### src/rtl/loader_mem_writer_pkg.sv
// Shared encodings and defaults for the boot loader memory writer.
package loader_mem_writer_pkg;
    typedef enum logic [7:0] {
        CS_IDLE   = 8'd0,
        CS_CAPT   = 8'd1,
        CS_WAITLO = 8'd2,
        CS_FULL   = 8'd3
    } ctrl_state_e;

    localparam logic [31:0] DEF_BASE_ADDR = 32'h8000_0000;
    localparam logic [31:0] DEF_MAX_WORDS = 32'h0040_0000;
endpackage

### src/rtl/loader_mem_writer_wfifo.sv
// Synchronous show-ahead word FIFO between the loader handshake and memory port.
module loader_wfifo #(
    parameter int WIDTH = 32,
    parameter int DEPTH = 8
) (
    input  logic                       clk27mhz,
    input  logic                       reset,
    input  logic                       push,
    input  logic [WIDTH-1:0]           wdata,
    input  logic                       pop,
    output logic [WIDTH-1:0]           rdata,
    output logic                       full,
    output logic                       empty,
    output logic [$clog2(DEPTH):0]     count
);
    localparam int AW = $clog2(DEPTH);

    logic [WIDTH-1:0] mem [DEPTH];
    logic [AW-1:0]    wptr, rptr;
    logic             do_push, do_pop;

    assign full    = (count == (AW+1)'(DEPTH));
    assign empty   = (count == '0);
    assign do_push = push && !full;
    assign do_pop  = pop && !empty;
    assign rdata   = mem[rptr];

    always_ff @(posedge clk27mhz) begin
        if (do_push) mem[wptr] <= wdata;
    end

    always_ff @(posedge clk27mhz) begin
        if (reset) begin
            wptr  <= '0;
            rptr  <= '0;
            count <= '0;
        end else begin
            if (do_push) wptr <= wptr + 1'b1;
            if (do_pop)  rptr <= rptr + 1'b1;
            count <= count + {{AW{1'b0}}, do_push} - {{AW{1'b0}}, do_pop};
        end
    end
endmodule

### src/rtl/loader_mem_writer.sv
// Buffers the SD loader word stream and writes it sequentially to main memory,
// tracking word count, additive checksum, overflow and completion.
module loader_mem_writer
    import loader_mem_writer_pkg::*;
#(
    parameter int                ADDR_W     = 32,
    parameter logic [ADDR_W-1:0] BASE_ADDR  = ADDR_W'(DEF_BASE_ADDR),
    parameter int                FIFO_DEPTH = 8,
    parameter logic [31:0]       MAX_WORDS  = DEF_MAX_WORDS
) (
    input  logic              clk27mhz,
    input  logic              reset,
    input  logic [31:0]       i_data,
    input  logic              i_we,
    input  logic              i_done,
    output logic [7:0]        o_ctrl_state,
    output logic              o_mem_req,
    output logic [ADDR_W-1:0] o_mem_addr,
    output logic [31:0]       o_mem_wdata,
    output logic [3:0]        o_mem_wstrb,
    input  logic              i_mem_ack,
    output logic [31:0]       o_word_count,
    output logic [31:0]       o_checksum,
    output logic              o_err,
    output logic              o_done
);
    localparam int CW = $clog2(FIFO_DEPTH) + 1;

    ctrl_state_e       state, state_nxt;
    logic              take, push, over, pop;
    logic              full, empty;
    logic [31:0]       fifo_rdata;
    logic [CW-1:0]     fifo_count;
    logic [31:0]       accepted;

    loader_wfifo #(.WIDTH(32), .DEPTH(FIFO_DEPTH)) u_fifo (
        .clk27mhz (clk27mhz),
        .reset    (reset),
        .push     (push),
        .wdata    (i_data),
        .pop      (pop),
        .rdata    (fifo_rdata),
        .full     (full),
        .empty    (empty),
        .count    (fifo_count)
    );

    // A word is taken exactly once on the IDLE->CAPT transition; full blocks it.
    always_comb begin
        state_nxt = state;
        take      = 1'b0;
        case (state)
            CS_IDLE: begin
                if (i_we && !full) begin
                    take      = 1'b1;
                    state_nxt = CS_CAPT;
                end
            end
            CS_CAPT:   state_nxt = CS_WAITLO;
            CS_WAITLO: if (!i_we) state_nxt = CS_IDLE;
            default:   state_nxt = CS_IDLE;
        endcase
    end

    // After done or past the word limit the handshake still completes but data is dropped.
    assign over = take && !o_done && (accepted == MAX_WORDS);
    assign push = take && !o_done && (accepted != MAX_WORDS);
    assign pop  = !o_mem_req && !empty;

    assign o_ctrl_state = full ? CS_FULL : state;
    assign o_mem_wstrb  = o_mem_req ? 4'hF : 4'h0;

    always_ff @(posedge clk27mhz) begin
        if (reset) begin
            state        <= CS_IDLE;
            accepted     <= '0;
            o_mem_req    <= 1'b0;
            o_mem_addr   <= BASE_ADDR;
            o_mem_wdata  <= '0;
            o_word_count <= '0;
            o_checksum   <= '0;
            o_err        <= 1'b0;
            o_done       <= 1'b0;
        end else begin
            state <= state_nxt;
            if (push) accepted <= accepted + 32'd1;
            if (over) o_err <= 1'b1;
            if (pop) begin
                o_mem_req   <= 1'b1;
                o_mem_wdata <= fifo_rdata;
            end else if (o_mem_req && i_mem_ack) begin
                o_mem_req    <= 1'b0;
                o_mem_addr   <= o_mem_addr + ADDR_W'(4);
                o_word_count <= o_word_count + 32'd1;
                o_checksum   <= o_checksum + o_mem_wdata;
            end
            if (i_done && fifo_count == '0 && !o_mem_req && state == CS_IDLE && !take)
                o_done <= 1'b1;
        end
    end
endmodule

### config.mk
export PLATFORM = sky130hd
export DESIGN_NAME = loader_mem_writer
export DESIGN_NICKNAME = d
export VERILOG_FILES = /design/src/rtl/loader_mem_writer_pkg.sv /design/src/rtl/loader_mem_writer_wfifo.sv /design/src/rtl/loader_mem_writer.sv
export SDC_FILE = /design/constraint.sdc
export NUM_CORES = 1
export LEC_CHECK = 0
export BUFFER_PORTS_ARGS = -buffer_cell sky130_fd_sc_hd__buf_2
export CORE_MARGIN = 2
export CORE_UTILIZATION = 53
export DETAILED_ROUTE_END_ITERATION = 8
export GPL_TIMING_DRIVEN = 0
export PLACE_DENSITY = 0.79
export SYNTH_ARGS = -nofsm -noshare
export SYNTH_HDL_FRONTEND = slang
export SYNTH_SLANG_ARGS = --single-unit
### constraint.sdc
create_clock -name clk27mhz -period 5.7 [get_ports clk27mhz]
set_clock_uncertainty 0.15 [all_clocks]
set_input_delay 0.855 -clock clk27mhz [delete_from_list [all_inputs] [get_ports clk27mhz]]
set_output_delay 0.855 -clock clk27mhz [all_outputs]
set_load 0.01 [all_outputs]
**Word-level counts from Yosys, hierarchy flattened**

Memory sizes are Yosys's and may differ from the RTL's. A register that Yosys moved wholly into a read port is not among the register bits.
Index checks and enable logic that the tools add are counted.

- Add/sub/neg operators: 8
- Multipliers: 0
- Div/mod/pow operators: 0
- Order comparisons: 0
- Eq/ne operators: 7
- Shift operators: 0
- Multiplexer cells: 11
- Bitwise operators: 1
- Reductions and logical operators: 22

Operator list:

| operator | number |
|---|---|
| adder 32 x 1 -> 32 bit (second input constant) | 2 |
| adder 32 x 3 -> 32 bit (second input constant) | 1 |
| adder 32 bit | 1 |
| == test 32 x 23 -> 1 bit (second input constant) | 1 |
| != test 32 x 23 -> 1 bit (second input constant) | 1 |
| 2-to-1 mux 8 bit | 3 |
| one-hot mux 8 bit (3 select lines) | 1 |
| logical AND 1 bit | 12 |
| == test 8 x 1 -> 1 bit (second input constant) | 1 |
| == test 8 x 2 -> 1 bit (second input constant) | 1 |
| logical NOT 8 bit | 1 |
| adder 3 x 1 -> 3 bit (second input constant) | 2 |
| 2-to-1 mux 1 bit | 6 |
| logical NOT 1 bit | 5 |
| adder 4 x 1 -> 4 bit | 1 |
| == test 4 bit (second input constant) | 1 |
| logical NOT 4 bit | 1 |
| 2-to-1 mux 4 bit | 1 |
| != test 2 bit (second input constant) | 2 |
| AND reduction 2 bit | 2 |
| subtractor 4 x 1 -> 4 bit | 1 |
| nonzero test 2 bit | 1 |
| NOT 1 bit | 1 |

- Flip-flop bits (word level): 149
- Bits in latches: 0
- Bits in writable memories: 256
- ROM bits: 0
- Input port bits: 37
- Output and inout port bits: 143
- Logic and storage cells: 61
- Memories: 1

Memory list:

| name | words | bits a word | rd ports | clocked after Yosys merged registers in | write ports | RTL line | RTL |
|---|---|---|---|---|---|---|---|
| u_fifo.mem | 8 | 32 | 1 | 1 | 1 | loader_mem_writer_wfifo.sv:18 | `logic [WIDTH-1:0] mem [DEPTH];` |

**Longest topological paths before layout**

- Depth after elaboration: 10
- Depth in mapped cells: 13
- Depth with buffers taken out: 12

**Hierarchy**

A second synthesis with hierarchy kept.

- Cell total of the unflattened synthesis: 1465
- Area, all modules: 18646.6 um^2

Modules (own cells, without submodules):

| module | times used | cells each | area an instance (um^2) | sequential area each (um^2) |
|---|---|---|---|---|
| loader_wfifo | 1 | 451 | 10467.5 | 7947.6 |
| loader_mem_writer | 1 | 1014 | 8179.1 | 3263.1 |

**Worst setup path before layout**

No wires, ideal clock.

- Path kind: input-to-reg
- Start point: input i_we
- End point: memory u_fifo.mem[2][0] (enable)
- Setup time: 0.513 ns
- Arrival: 5.040 ns
- Required time: 5.037 ns
- Setup slack: -0.003 ns
- Cell stages on the path: 5
- Path buffers: 1
- Path through: and2b_1 nand2_2 or3_4 buf_2 nor4b_1

- Word-level cells in the longest chain between the ends: 8

Ends and longest elaborated chain:

| element | RTL line | RTL |
|---|---|---|
| from (decl) | loader_mem_writer.sv:14 | `input logic i_we,` |
| logical AND 1 bit | loader_mem_writer.sv:54 | `if (i_we && !full) begin` |
| 2-to-1 mux 1 bit | loader_mem_writer.sv:54 |  |
| 2-to-1 mux 1 bit | loader_mem_writer.sv:52 | `case (state)` |
| logical AND 1 bit (2 in a row) | loader_mem_writer.sv:67 | `assign push = take && !o_done && (accepted != MAX_WORDS);` |
| logical AND 1 bit | loader_mem_writer_wfifo.sv:24 | `assign do_push = push && !full;` |
| 2-to-1 mux 1 bit | loader_mem_writer_wfifo.sv:29 | `if (do_push) mem[wptr] <= wdata;` |
| 2-to-1 mux 1 bit (implied by the code) | loader_mem_writer_wfifo.sv:29 |  |
| to (decl) | loader_mem_writer_wfifo.sv:18 |  |

No other way between the ends.

**Final worst setup path**

- Start point: register accepted[0]
- End point: memory u_fifo.mem[6][9] (enable)

- Word-level cells in the longest chain between the ends: 5

Ends and longest elaborated chain:

| element | RTL line | RTL |
|---|---|---|
| from (decl) | loader_mem_writer.sv:34 | `logic [31:0] accepted;` |
| from (signal assigned) | loader_mem_writer.sv:86 | `if (push) accepted <= accepted + 32'd1;` |
| != test 32 x 23 -> 1 bit | loader_mem_writer.sv:67 |  |
| logical AND 1 bit | loader_mem_writer.sv:67 |  |
| logical AND 1 bit | loader_mem_writer_wfifo.sv:24 |  |
| named net u_fifo.do_push | loader_mem_writer_wfifo.sv:20 | `logic do_push, do_pop;` |
| 2-to-1 mux 1 bit | loader_mem_writer_wfifo.sv:29 |  |
| 2-to-1 mux 1 bit (implied by the code) | loader_mem_writer_wfifo.sv:29 |  |

The timed path passes the listed nets, and every way through them passes these cells.

==> results.md <==
- FMAX: approximately 0.28 GHz
- Post-Syn Area: roughly 18000 µm²
- Worst Hold End: o_checksum[26]
- CTS root buf: clkbuf_16
- Pins Over Slew Limit: 0
- Reg2reg path depth: 12
- TritonRoute pass-1 iters: 5
- Async set-reset flop share out of synthesis: 0%
- Drt first-iter violations: a little under 1000
- Row cnt: 67
- Die area: approximately 36000 µm²
- CORE AREA: ~34000 µm²
- Final ANT Viol Nets: 0
- Post-synth EDFFs: between 200 and 300
- Post-CTS Hold Fix Bufs: 0
- Yosys warns: 0
- Leakage: roughly 0.008 µW
- Reg-to-reg endpoint: u_fifo.mem[6][9]
- Die X: roughly 190 µm
- Die Ht: roughly 190 µm
- Wire per inst: between 20 and 25 µm
- Period utilization: between 60% and 70%
- P per Cell Area: between 400 and 500 nW/µm²
- Headroom to the max-slew limit: approximately 29%
- Crit. End Element: flop
- Final setup margin: approximately 2.1 ns
- CP Cell Sequence: inv_1, ha_1, nor4b_1, nand4_1, nor3_1, or3_4, buf_2, inv_2, nand2_1, nor3b_2, buf_6, buf_4
- Worst hold path class: reg -> reg
- Flop and latch count out of synthesis: between 400 and 500
- Min Tclk post-route: between 3 and 4 ns
- Worst IR drop on VDD: roughly 0.41 mV
- Initial core utilization: 53.9%
- Filler cell count: about 2400
- GP Congestion: between 0.9 and 1
- Reg area: roughly 11000 µm²
- Placement Cell Area: between 15000 and 20000 µm²
- CTS max path bufs: 3
- Hold path start: o_checksum[26]
- Design area: roughly 21000 µm²
- Clk Latency, worst-skew pair: just under 0.6 ns
- Final-report hold violation count: 0
- Via density per instance: approximately 5.8
- First-pass GRT wire length: between 60000 and 70000 µm
- Remaining DRCs: 0
- Crit Path Class: reg -> reg
- Max H-tree Level: 2
- Setup Fix Bufs, Post-CTS: 0
- Total track usage: 24.7%
- Via Count: around 12000
- Commonest non-fill, non-tap cells in the layout: edfxtp_1 (256), buf_2 (177), dfxtp_1 (173), nor2_1 (150), nand2_1 (113)
- Primary FF master, synth: edfxtp_1
- Most common cell after layout, fill and taps aside: edfxtp_1
- Final hold slack: 0.321 ns
- Netlist cell types: just over 70
- Final setup violation count: 0
- GRT overflow: 0
- Max-cap check violation count: 0
- RSZ-0062 raised after global routing: no
- Flop2flop setup slack: between 2 and 2.5 ns
- Post-Syn Instances: between 1000 and 1500
- Cell depth of the worst hold path: 2
- HPWL Detailed: 30700 µm
- Layout cell share with drive strength beyond 1: 22.0%
- Top Ports: 180
- Cts bufs inserted: 43
- Register area share after synthesis: around three fifths
- Worst Path Max Fanout: 10
- CTS tree: done
- Cts repair resizes: 0
- Clock slew seen by the registers of the worst setup and hold paths: 0.06 ns
- Outcome: finished clean
- Clk sink count: ~430
- CP max stage cell: nor3b_2
- Worst-Margin Slew: 1.06 ns
- Reg2reg start: accepted[0]
- Final design utilization: 63.5%
- Placement Setup Slack: between 1.5 and 2 ns
- WP data arrival: between 3 and 4 ns
- Fin nets: roughly 1700
- WL final: ~44000 µm
- CP Launch Type: flop
- Crit-path max cell delay: between 0.6 and 0.7 ns
- Initial antenna violation count: 8
- Worst Path Required: 5.82 ns
- Avg Cell Area, Syn: about 13 µm²
- Synth-to-layout area growth: 17.8%
- Multi-input logic area: roughly 6600 µm²
- Pin count of the biggest net entering global routing: 19
- Vias in the first global route: ~12000
- I/O Buffers: 170
[flip-flops by register name (all words and copies together), names as in the netlist]
register	cells
u_fifo.wptr	3
o_mem_req	1
accepted	32
o_checksum	32
o_done	1
o_mem_addr	30
state	2
o_mem_wdata	32
o_word_count	32
u_fifo.count	4
u_fifo.mem	256
o_err	1
u_fifo.rptr	3
[layer usage]
metal,global-route usage (%),up-vias,part of all wire (%)
met4,10.7,4,4.2
met1,30.4,5997,39
met3,6.23,125,8.3
met5,0,-,0.047
met2,41.5,505,49
li1,-,5626,-
[synth_stat cells (all sizes together), types with 4 or more instances]
cell | number | area [µm²]
edfxtp | 256 | 7690
dfxtp | 173 | 3460
nor2 | 152 | 573
nand2 | 115 | 442
a21oi | 74 | 389
mux4 | 64 | 1440
xor2 | 59 | 517
clkbuf | 44 | 165
xnor2 | 44 | 385
ha | 43 | 538
nand3 | 39 | 195
a211oi | 36 | 275
mux2i | 34 | 340
o21ai | 28 | 140
inv | 26 | 97.6
buf | 24 | 144
a21o | 20 | 150
and3 | 20 | 125
or3 | 20 | 130
nand4 | 17 | 106
nor3 | 16 | 95.1
nor4 | 8 | 71.3
and4 | 7 | 61.3
and2 | 6 | 37.5
a2111oi | 4 | 60.1
nand3b | 4 | 30.0
nor2b | 4 | 25.0
nor4b | 4 | 35.0
o21bai | 4 | 30.0
[how the worst max path moves through the flow]
stage,cells past startpoint,slack [ns],start,end
after CTS,12,2.11,accepted[0],u_fifo.mem[6][9]
final,12,2.08,accepted[0],u_fifo.mem[6][9]
after floorplan,5,0.02,i_we,u_fifo.mem[1][0]
after global routing,12,1.97,accepted[0],u_fifo.mem[6][9]
after global placement,6,-2.88,i_we,u_fifo.mem[1][5]
after detailed placement,10,1.87,i_we,u_fifo.mem[6][6]
[logic make-up (layout without fill, tap and decap cells)]
family,after synthesis,in the layout,synth area share [%]
XOR/XNOR,103,103,4.98
AND/OR/NAND/NOR,422,422,11.0
other,1,14,0.0207
adder cells (fa/ha/maj),45,45,3.19
flip-flops,429,429,61.5
multiplexers,99,99,9.89
AO/OA/AOI/OAI,192,192,7.10
buffers and inverters,94,367,2.24
[area by class of cell]
cell class | instances | share of cell area (%)
well taps | 448 | 2.63
diodes | 6 | 0.0704
flip-flops and latches | 429 | 52.2
repair buffers | 194 | 5.28
plain buffers | 68 | 1.45
multi-input cells | 869 | 31.1
clock buffers | 61 | 5.55
inverters | 26 | 0.457
clock inverters | 18 | 1.19
[worst max-delay path, delay by kind of cell (launching register included)]
kind,cells,cell delay [ns]
simple gates,6,1.55
buf+inv,5,0.99
fa+ha+maj,1,0.20
flops,1,0.40
[report_power, final]
part | internal (µW) | total (µW) | switching, µW
registers | 3580 | 3840 | 256
clock network | 1650 | 2860 | 1210
logic | 1000 | 2410 | 1410
[metrics by stage]
step | instances | TNS [ns] | total power, µW
global placement | 2010 | -315.93 | 6160
floorplan | 1392 | 0 | 5430
finish | 2119 | 0 | 9110
CTS | 2113 | 0 | 9130
detailed placement | 2034 | 0 | 6260
global route | 2115 | 0 | 9490
(Power assumes the default switching activity.)
